## src/rtl/hazard_unit_pkg.sv

```systemverilog
// Shared pipeline definitions for the hazard unit: FSM state encoding and
// the hard-wired zero register index.
package hazard_unit_pkg;

  typedef enum logic [1:0] {
    RUN     = 2'd0,
    LDSTALL = 2'd1,
    FLUSH   = 2'd2
  } hz_state_t;

  localparam logic [4:0] REG_ZERO = 5'd0;

endpackage

```

## src/rtl/hazard_cmp.sv

```systemverilog
// Compares one pipeline destination against both ID source registers;
// register zero and non-writing stages never match.
module hazard_cmp
  import hazard_unit_pkg::*;
(
  input  logic [4:0] dest,
  input  logic       wb,
  input  logic [4:0] src1,
  input  logic [4:0] src2,
  input  logic       use1,
  input  logic       use2,
  output logic       match1,
  output logic       match2
);

  logic dest_live_s;

  assign dest_live_s = wb && (dest != REG_ZERO);
  assign match1      = dest_live_s && use1 && (dest == src1);
  assign match2      = dest_live_s && use2 && (dest == src2);

endmodule

```

## src/rtl/sat_counter.sv

```systemverilog
// Saturating event counter with asynchronous reset and a synchronous clear
// that wins over increment.
module sat_counter #(
  parameter int W = 16
) (
  input  logic         clk,
  input  logic         rst,
  input  logic         clr,
  input  logic         inc,
  output logic [W-1:0] count
);

  logic [W-1:0] count_r;

  // Count register: clear first, then increment until all-ones.
  always_ff @(posedge clk or posedge rst) begin
    if (rst) begin
      count_r <= {W{1'b0}};
    end else if (clr) begin
      count_r <= {W{1'b0}};
    end else if (inc && (count_r != {W{1'b1}})) begin
      count_r <= count_r + {{(W-1){1'b0}}, 1'b1};
    end else begin
      count_r <= count_r;
    end
  end

  assign count = count_r;

endmodule

```

## src/rtl/hazard_unit.sv

```systemverilog
// Pipeline hazard unit: detects data hazards against EXE/MEM, sequences
// load-use stalls and branch flushes, and counts stall/flush cycles.
module hazard_unit
  import hazard_unit_pkg::*;
#(
  parameter int CNT_W = 16
) (
  input  logic             clk,
  input  logic             rst,
  input  logic [4:0]       src1,
  input  logic [4:0]       src2,
  input  logic             two_src,
  input  logic             is_st_br,
  input  logic             id_valid,
  input  logic [4:0]       exe_dest,
  input  logic             exe_wb,
  input  logic             exe_mem_read,
  input  logic [4:0]       mem_dest,
  input  logic             mem_wb,
  input  logic             br_taken,
  input  logic             forward_en,
  input  logic             cnt_clr,
  output logic             stall,
  output logic             bubble,
  output logic             flush,
  output logic [CNT_W-1:0] stall_cnt,
  output logic [CNT_W-1:0] flush_cnt
);

  hz_state_t state_r;
  hz_state_t next_s;

  logic use1_s;
  logic use2_s;
  logic exe_m1_s;
  logic exe_m2_s;
  logic mem_m1_s;
  logic mem_m2_s;
  logic exe_hit_s;
  logic mem_hit_s;
  logic hazard_s;

  assign use1_s = id_valid;
  assign use2_s = id_valid && (two_src || is_st_br);

  hazard_cmp u_cmp_exe (
    .dest   (exe_dest),
    .wb     (exe_wb),
    .src1   (src1),
    .src2   (src2),
    .use1   (use1_s),
    .use2   (use2_s),
    .match1 (exe_m1_s),
    .match2 (exe_m2_s)
  );

  hazard_cmp u_cmp_mem (
    .dest   (mem_dest),
    .wb     (mem_wb),
    .src1   (src1),
    .src2   (src2),
    .use1   (use1_s),
    .use2   (use2_s),
    .match1 (mem_m1_s),
    .match2 (mem_m2_s)
  );

  assign exe_hit_s = exe_m1_s || exe_m2_s;
  assign mem_hit_s = mem_m1_s || mem_m2_s;
  // With forwarding only a load in EXE cannot be bypassed in time.
  assign hazard_s  = forward_en ? (exe_hit_s && exe_mem_read)
                                : (exe_hit_s || mem_hit_s);

  // State register.
  always_ff @(posedge clk or posedge rst) begin
    if (rst) begin
      state_r <= RUN;
    end else begin
      state_r <= next_s;
    end
  end

  // Next-state and stall/bubble/flush decode; branch beats hazard.
  always_comb begin
    next_s = state_r;
    stall  = 1'b0;
    bubble = 1'b0;
    flush  = 1'b0;
    if (rst) begin
      next_s = RUN;
    end else begin
      case (state_r)
        RUN: begin
          if (br_taken) begin
            flush  = 1'b1;
            next_s = FLUSH;
          end else if (hazard_s) begin
            stall  = 1'b1;
            bubble = 1'b1;
            next_s = forward_en ? LDSTALL : RUN;
          end else begin
            next_s = RUN;
          end
        end
        LDSTALL: begin
          if (br_taken) begin
            flush  = 1'b1;
            next_s = FLUSH;
          end else begin
            next_s = RUN;
          end
        end
        FLUSH: begin
          flush  = 1'b1;
          next_s = br_taken ? FLUSH : RUN;
        end
        default: begin
          next_s = RUN;
        end
      endcase
    end
  end

  sat_counter #(.W(CNT_W)) u_stall_cnt (
    .clk   (clk),
    .rst   (rst),
    .clr   (cnt_clr),
    .inc   (stall),
    .count (stall_cnt)
  );

  sat_counter #(.W(CNT_W)) u_flush_cnt (
    .clk   (clk),
    .rst   (rst),
    .clr   (cnt_clr),
    .inc   (flush),
    .count (flush_cnt)
  );

endmodule

```

## config.mk

```make
export PLATFORM = sky130hd
export DESIGN_NAME = hazard_unit
export DESIGN_NICKNAME = d
export VERILOG_FILES = /design/src/rtl/hazard_unit_pkg.sv /design/src/rtl/hazard_cmp.sv /design/src/rtl/sat_counter.sv /design/src/rtl/hazard_unit.sv
export SDC_FILE = /design/constraint.sdc
export NUM_CORES = 1
export LEC_CHECK = 0
export CAP_MARGIN = 20
export CORE_UTILIZATION = 47
export CTS_BUF_LIST = sky130_fd_sc_hd__clkbuf_4 sky130_fd_sc_hd__clkbuf_8 sky130_fd_sc_hd__clkbuf_16
export CTS_CLUSTER_SIZE = 8
export DETAILED_ROUTE_END_ITERATION = 8
export GPL_TIMING_DRIVEN = 0
export PLACE_DENSITY = 0.88
export SYNTH_ARGS = -nofsm -noshare
export SYNTH_HDL_FRONTEND = slang
export SYNTH_SLANG_ARGS = --single-unit
```

## constraint.sdc

```tcl
create_clock -name clk -period 3.04 [get_ports clk]
set_input_delay 0.608 -clock clk [delete_from_list [all_inputs] [get_ports clk]]
set_output_delay 0.608 -clock clk [all_outputs]
set_load 0.01 [all_outputs]
```

# After elaboration in Yosys (flattened, before gate mapping)
# Cells that the tools add are included.
[word_totals]
regBits = 34
latch_bits = 0
mem_bits_rw = 0
rom_bits = 0
inputBits = 31
out_inout_bits = 35
word_cells = 56
n_memories = 0
[classes]
n_addsub = 2
multipliers = 0
div = 0
magnitude_cmp = 0
n_eq_ne = 8
n_shift = 0
n_mux = 18
n_bitwise = 0
n_reduce_logical = 25
[op_table]
columns = ["op", "count"]
rows = [
  ["16-bit 2-to-1 mux", 4],
  ["16-bit by 1-bit adder with 16-bit output, second input constant", 2],
  ["16-bit != test, second input constant", 2],
  ["5-bit equality test", 4],
  ["1-bit logical AND", 14],
  ["5-bit nonzero test", 2],
  ["1-bit 2-to-1 mux", 9],
  ["2-bit 2-to-1 mux", 3],
  ["1-bit logical OR", 4],
  ["2-bit one-hot mux with 2 select lines", 1],
  ["2-bit nonzero test", 2],
  ["2-bit OR reduction", 2],
  ["2-bit by 1-bit equality test with 1-bit output, second input constant", 1],
  ["2-bit equality test, second input constant", 1],
  ["2-bit zero test", 1],
  ["1-bit one-hot mux with 2 select lines", 1],
]

# Longest topological paths before layout
# Gate-level depths: netlist of run 1.
[logic_depth]
depth_word = 14
mapped_depth = 8
mapped_depth_nobuf = 6

# By module
# Synthesis of run 1 repeated with hierarchy kept, for this count alone.
[unflattened]
cells_unflattened = 259
hier_area_um2 = 2311.0
[modules_own_cells]
columns = ["module", "n_inst", "cells_each", "area_per_inst_um2", "seq_area_each_um2"]
rows = [
  ["sat_counter", 2, 101, 932.1, 400.4],
  ["hazard_cmp", 2, 18, 133.9, 0.0],
  ["hazard_unit", 1, 21, 178.9, 50.0],
]

# Worst setup path after synthesis of run 1
# OpenSTA, ideal clock, no wires.
[synth_path]
path_type = "input port to output port"
startpoint = "input exe_dest[1]"
endpoint = "output stall"
arrival_time_ns = 2.137
required_ns = 2.432
slack_ns = 0.295
stages = 8
path_buffers = 3
cell_sequence = "xnor2_1 nand4_1 o32a_1 o22a_1 buf_6 buf_2 nor2_1 buf_4"
[synth_between]
elab_chain_len = 11
elab_cells_between_ends = 16
cone_classes = "eq/ne: 2; mux: 5; reduce/logical: 9"
[synth_lines]
columns = ["element", "line", "source"]
rows = [
  ["start: declaration", "hazard_unit.sv:15", "input logic [4:0] exe_dest,"],
  ["5-bit nonzero test", "hazard_cmp.sv:18", "assign dest_live_s = wb && (dest != REG_ZERO);"],
  ["1-bit logical AND", "hazard_cmp.sv:18", ""],
  ["1-bit logical AND (on tied branches) (2 in a row)", "hazard_cmp.sv:19, hazard_cmp.sv:20", ""],
  ["1-bit logical OR *", "hazard_unit.sv:68", "assign exe_hit_s = exe_m1_s || exe_m2_s;"],
  ["1-bit logical OR or 1-bit logical AND (tied branches)", "hazard_unit.sv:72, hazard_unit.sv:71", ""],
  ["1-bit 2-to-1 mux *", "hazard_unit.sv:71", "assign hazard_s = forward_en ? (exe_hit_s && exe_mem_read)"],
  ["1-bit 2-to-1 mux * (4 in a row)", "-", ""],
  ["end: declaration", "hazard_unit.sv:23", "output logic stall,"],
]
# Every way passes the cells marked *; elsewhere a longest branch is shown, timed or not.

# Final worst setup path of run 1
[layout_path]
startpoint = "input mem_dest[0]"
endpoint = "output stall"
[layout_between]
elab_chain_len = 11
elab_cells_between_ends = 15
cone_classes = "eq/ne: 2; mux: 5; reduce/logical: 8"
[layout_lines]
columns = ["element", "line", "source"]
rows = [
  ["start: declaration", "hazard_unit.sv:18", "input logic [4:0] mem_dest,"],
  ["5-bit nonzero test", "hazard_cmp.sv:18", ""],
  ["1-bit logical AND", "hazard_cmp.sv:18", ""],
  ["1-bit logical AND (on tied branches) (2 in a row)", "hazard_cmp.sv:19, hazard_cmp.sv:20", ""],
  ["1-bit logical OR *", "hazard_unit.sv:69", "assign mem_hit_s = mem_m1_s || mem_m2_s;"],
  ["1-bit logical OR *", "hazard_unit.sv:72", ": (exe_hit_s || mem_hit_s);"],
  ["1-bit 2-to-1 mux *", "hazard_unit.sv:71", ""],
  ["1-bit 2-to-1 mux *", "hazard_unit.sv:97", "end else if (hazard_s) begin"],
  ["1-bit 2-to-1 mux *", "hazard_unit.sv:94", "if (br_taken) begin"],
  ["1-bit 2-to-1 mux *", "hazard_unit.sv:92", "case (state_r)"],
  ["1-bit 2-to-1 mux *", "hazard_unit.sv:89", "if (rst) begin"],
]
# Marked as above.

==> Implementation_results.wiki, run 1 <==
{| class="wikitable"
! Metric !! Value
|-
| Total clock buffers created by CTS || 5
|-
| Avg WL per Cell || 15.2 um
|-
| Max-cap check violation count || 0
|-
| Yosys top cell area share || 0.393
|-
| Signed area change from the synthesized netlist to the final layout || 41.8%
|-
| Part of the Yosys area used for sequential elements || 0.393
|-
| Via count of the first global-routing pass || 1887
|-
| Most frequent standard cell in the layout excluding fill and tap cells || sky130_fd_sc_hd__clkdlybuf4s50_1
|-
| Number of storage elements in the synthesis netlist || 34
|-
| Die Y || 69.8 um
|-
| Final instance count without filler cells || 369
|-
| DIE AREA || 4880 um2
|-
| Clock sink count || 34
|-
| Die boundary width || 69.8 um
|-
| Starting utilization of the core area || 0.493
|-
| Kind of end point of the critical path || output port
|-
| Routability congestion estimate from global placement || 0.873
|-
| Antenna Nets Post-Route || 0
|-
| Residual overflow from global routing || 0
|-
| Register area || 851 um2
|-
| Most frequent cells in the layout || sky130_fd_sc_hd__clkdlybuf4s50_1 (44), sky130_fd_sc_hd__dfrtp_1 (34), sky130_fd_sc_hd__nor2_1 (30)
|-
| Count of buffers from port buffering || 64
|-
| Endpoint required time on the critical path || 2.43 ns
|-
| Iteration-0 DRC count of the detailed router || 189
|-
| Rows || 24
|-
| Detailed-route DRC error count || 0
|-
| Final core utilization || 0.699
|-
| Type of the most critical hold path || reg -> reg
|-
| Yosys warning count || 0
|-
| Fillcell total || 348
|-
| Buffer depth of the longest clock path || 2
|-
| Max Fclk || 0.337 GHz
|-
| Highest ir drop seen on vdd || 0.000350 V
|-
| Compound-cell area share of the yosys netlist || 0.104
|-
| Status || finished, final reports clean
|-
| Worst-path maximum fanout || 3
|-
| Core Footprint || 4380 um2
|-
| Area fraction in and, or, nand and nor cells after synthesis || 0.270
|-
| Post-synthesis share of cell area spent on full adders, half adders and majority gates || 0.0231
|-
| Post-CTS clock slew at the launch and capture registers of the worst setup and hold paths || 0.07 ns
|-
| Synth unique cells || 41
|-
| Cell total after placement || 355
|-
| Dominant cell type by area after synthesis || sky130_fd_sc_hd__dfrtp_1
|-
| Setup Total Neg Slack || 0 ns
|-
| Post-route minimum period || 2.97 ns
|-
| Setup Skew || 0.00701 ns
|-
| Final routed wirelength across all metal layers || 5620 um
|-
| Setup violation total in the final timing report || 0
|-
| TritonCTS clock tree || done
|-
| Detailed-router iteration count before antenna repair || 4
|-
| Area share of xor/xnor cells in the synthesized design || 0.142
|-
| Static power due to leakage || 1.25 nW
|-
| Layout cells sized above 1 || 0.0978
|-
| Fraction of the cycle the final worst path needs || 0.976
|-
| Worst rel slew slack || 0.401
|-
| Startpoint class of the critical path || input pin
|-
| Share of cell area taken by muxes after synthesis || 0.0307
|-
| Syn nets || 273
|-
| Mean instance size in the synthesized netlist || 9.09 um2
|-
| Drt via density || 5.76
|-
| Max Slew Vio Count || 0
|-
| Largest family of logic cells by synthesized area || simple AND/OR/NAND/NOR gates
|-
| Via total after detailed routing || 2125
|-
| Final hold vios || 0
|-
| Cell types with the largest area share after synthesis || sky130_fd_sc_hd__dfrtp_1 (39%), sky130_fd_sc_hd__xnor2_1 (9.3%), sky130_fd_sc_hd__nor2_1 (5.4%)
|-
| Area occupied by multi-input gates || 1260 um2
|-
| Largest net degree at the start of global routing || 26
|-
| All-layer global routing usage || 0.233
|-
| Arrival time of the worst setup path || 2.36 ns
|-
| DP HPWL || 4110 um
|-
| Global-route wire length before repair || 9070 um
|-
| Number of antenna violations at the first check in global routing || 0
|-
| Number of nets in the layout || 352
|-
| Diodes inserted || 0
|-
| Ratio of total power to cell area || 306 nW/um2
|-
| Latest clock arrival within the worst-skew pair || 0.29 ns
|-
| Type of the worst setup path || in -> out
|-
| Area of the mapped netlist || 2160 um2
|-
| Slew at the pin closest to its max-slew limit || 0.893 ns
|-
| Number of cells produced by synthesis || 238
|-
| Cell at the root of the clock tree || sky130_fd_sc_hd__clkbuf_8
|-
| Depth of the CTS H-tree || 2
|-
| Io pins || 66
|}
-- per-stage QoR --
step / total power, mW / worst slack (ns) / hold WS [ns] / cell area [um2]
final: 0.939 / 0.0731 / 0.575 / 3070
after CTS: 0.937 / 0.0109 / 0.574 / 3010
after global placement: 0.600 / -0.893 / 0.540 / 2870
after detailed placement: 0.608 / -0.905 / 0.556 / 2900
after floorplan: 0.533 / 0.295 / 0.568 / 2160
after global routing: 0.976 / -0.00285 / 0.614 / 3070
-- path summary, 6_finish.rpt --
path / start / endpoint / slack, ns / cells past startpoint
worst min register to register: u_flush_cnt.count[5] / u_flush_cnt.count[5] / 0.57 / 2
worst min-delay path: u_flush_cnt.count[5] / u_flush_cnt.count[5] / 0.57 / 2
worst max-delay path: mem_dest[0] / stall / 0.07 / 8
worst max register to register: u_stall_cnt.count[0] / u_stall_cnt.count[10] / 0.66 / 8
max in group asynchronous: rst / u_flush_cnt.count[9] / 2.09 / 3
min in group asynchronous: rst / u_stall_cnt.count[1] / 0.80 / 3
-- cell usage after synthesis --
cell type	n
sky130_fd_sc_hd__a21oi_1	12
sky130_fd_sc_hd__a41o_1	2
sky130_fd_sc_hd__nor4b_1	1
sky130_fd_sc_hd__nor3_2	1
sky130_fd_sc_hd__o211ai_1	1
sky130_fd_sc_hd__o21ai_0	2
sky130_fd_sc_hd__a211oi_1	1
sky130_fd_sc_hd__o32a_1	2
sky130_fd_sc_hd__mux2i_1	1
sky130_fd_sc_hd__o2111ai_1	3
sky130_fd_sc_hd__dfrtp_1	34
sky130_fd_sc_hd__nor4_1	2
sky130_fd_sc_hd__buf_2	2
sky130_fd_sc_hd__buf_6	1
sky130_fd_sc_hd__o22ai_1	1
sky130_fd_sc_hd__nor3_1	4
sky130_fd_sc_hd__o31ai_1	7
sky130_fd_sc_hd__buf_4	2
sky130_fd_sc_hd__nand2_1	10
sky130_fd_sc_hd__ha_1	4
sky130_fd_sc_hd__and4_1	3
sky130_fd_sc_hd__or3_1	2
sky130_fd_sc_hd__nor3b_1	1
sky130_fd_sc_hd__clkbuf_1	5
sky130_fd_sc_hd__or4_1	9
sky130_fd_sc_hd__nor2b_1	4
sky130_fd_sc_hd__o21ai_1	1
sky130_fd_sc_hd__nand3_1	20
sky130_fd_sc_hd__xor2_1	12
sky130_fd_sc_hd__and3_1	7
sky130_fd_sc_hd__or2_2	1
sky130_fd_sc_hd__and2_1	4
sky130_fd_sc_hd__nand2b_1	1
sky130_fd_sc_hd__nand4_1	7
sky130_fd_sc_hd__xnor2_1	23
sky130_fd_sc_hd__inv_1	7
sky130_fd_sc_hd__mux2_2	2
sky130_fd_sc_hd__nor2_1	31
sky130_fd_sc_hd__nor4b_2	1
sky130_fd_sc_hd__mux2_1	3
sky130_fd_sc_hd__o22a_1	1
-- critical path, cell delays in order --
cell	delay (ns)
sky130_fd_sc_hd__dlygate4sd2_1	0.28
sky130_fd_sc_hd__or4_1	0.55
sky130_fd_sc_hd__o21ai_2	0.20
sky130_fd_sc_hd__o22a_1	0.20
sky130_fd_sc_hd__buf_6	0.13
sky130_fd_sc_hd__nor2_4	0.03
sky130_fd_sc_hd__buf_4	0.13
sky130_fd_sc_hd__clkdlybuf4s15_2	0.22
-- layout make-up --
cell class              instances  share of cell area
repair buffers                 73               0.236
multi-input cells             187               0.412
clock buffers                   7              0.0273
well taps                      52              0.0212
flip-flops and latches         34               0.277
plain buffers                   9              0.0163
inverters                       7             0.00979
-- sequential cells by signal, indices dropped and copies added (netlist names) --
signal / flops
u_flush_cnt.count: 16
u_stall_cnt.count: 16
state_r: 2
-- logic make-up after synthesis --
logic type	count (synthesis)
compound gates	33
xor+xnor	35
fa+ha+maj	4
buf+inv	17
flops	34
mux	6
simple gates	109
-- metal layers --
metal / wire, um / vias up / track usage / share of wire
li1: - / 1015 / - / -
met1: 2320 / 1039 / 0.297 / 0.41
met2: 2930 / 62 / 0.405 / 0.52
met3: 307 / 9 / 0.0523 / 0.055
met4: 61 / 0 / 0.0489 / 0.011
met5: 0 / - / 0 / 0
-- where the power goes --
group / switching (mW) / internal (mW) / total [mW]
registers: 0.00388 / 0.455 / 0.459
clock network: 0.159 / 0.175 / 0.334
logic: 0.0722 / 0.0732 / 0.145
total: 0.235 / 0.704 / 0.939
-- timing repair --
item                       CTS  global route
setup endpoints to repair    3             2
gates resized for setup     23             9
setup buffers                5             3
pin swaps                    4             6
hold buffers                 0             0
(Power assumes the default switching activity.)
==> run 2, diff against run 1 <==
--- a/config.mk
+++ b/config.mk
@@ -15,3 +15,4 @@
 export SYNTH_ARGS = -nofsm -noshare
 export SYNTH_HDL_FRONTEND = slang
 export SYNTH_SLANG_ARGS = --single-unit
+export TNS_END_PERCENT = 1
==> results of run 2 <==
No change in the layout: final DEF, timing and power equal those of run 1.
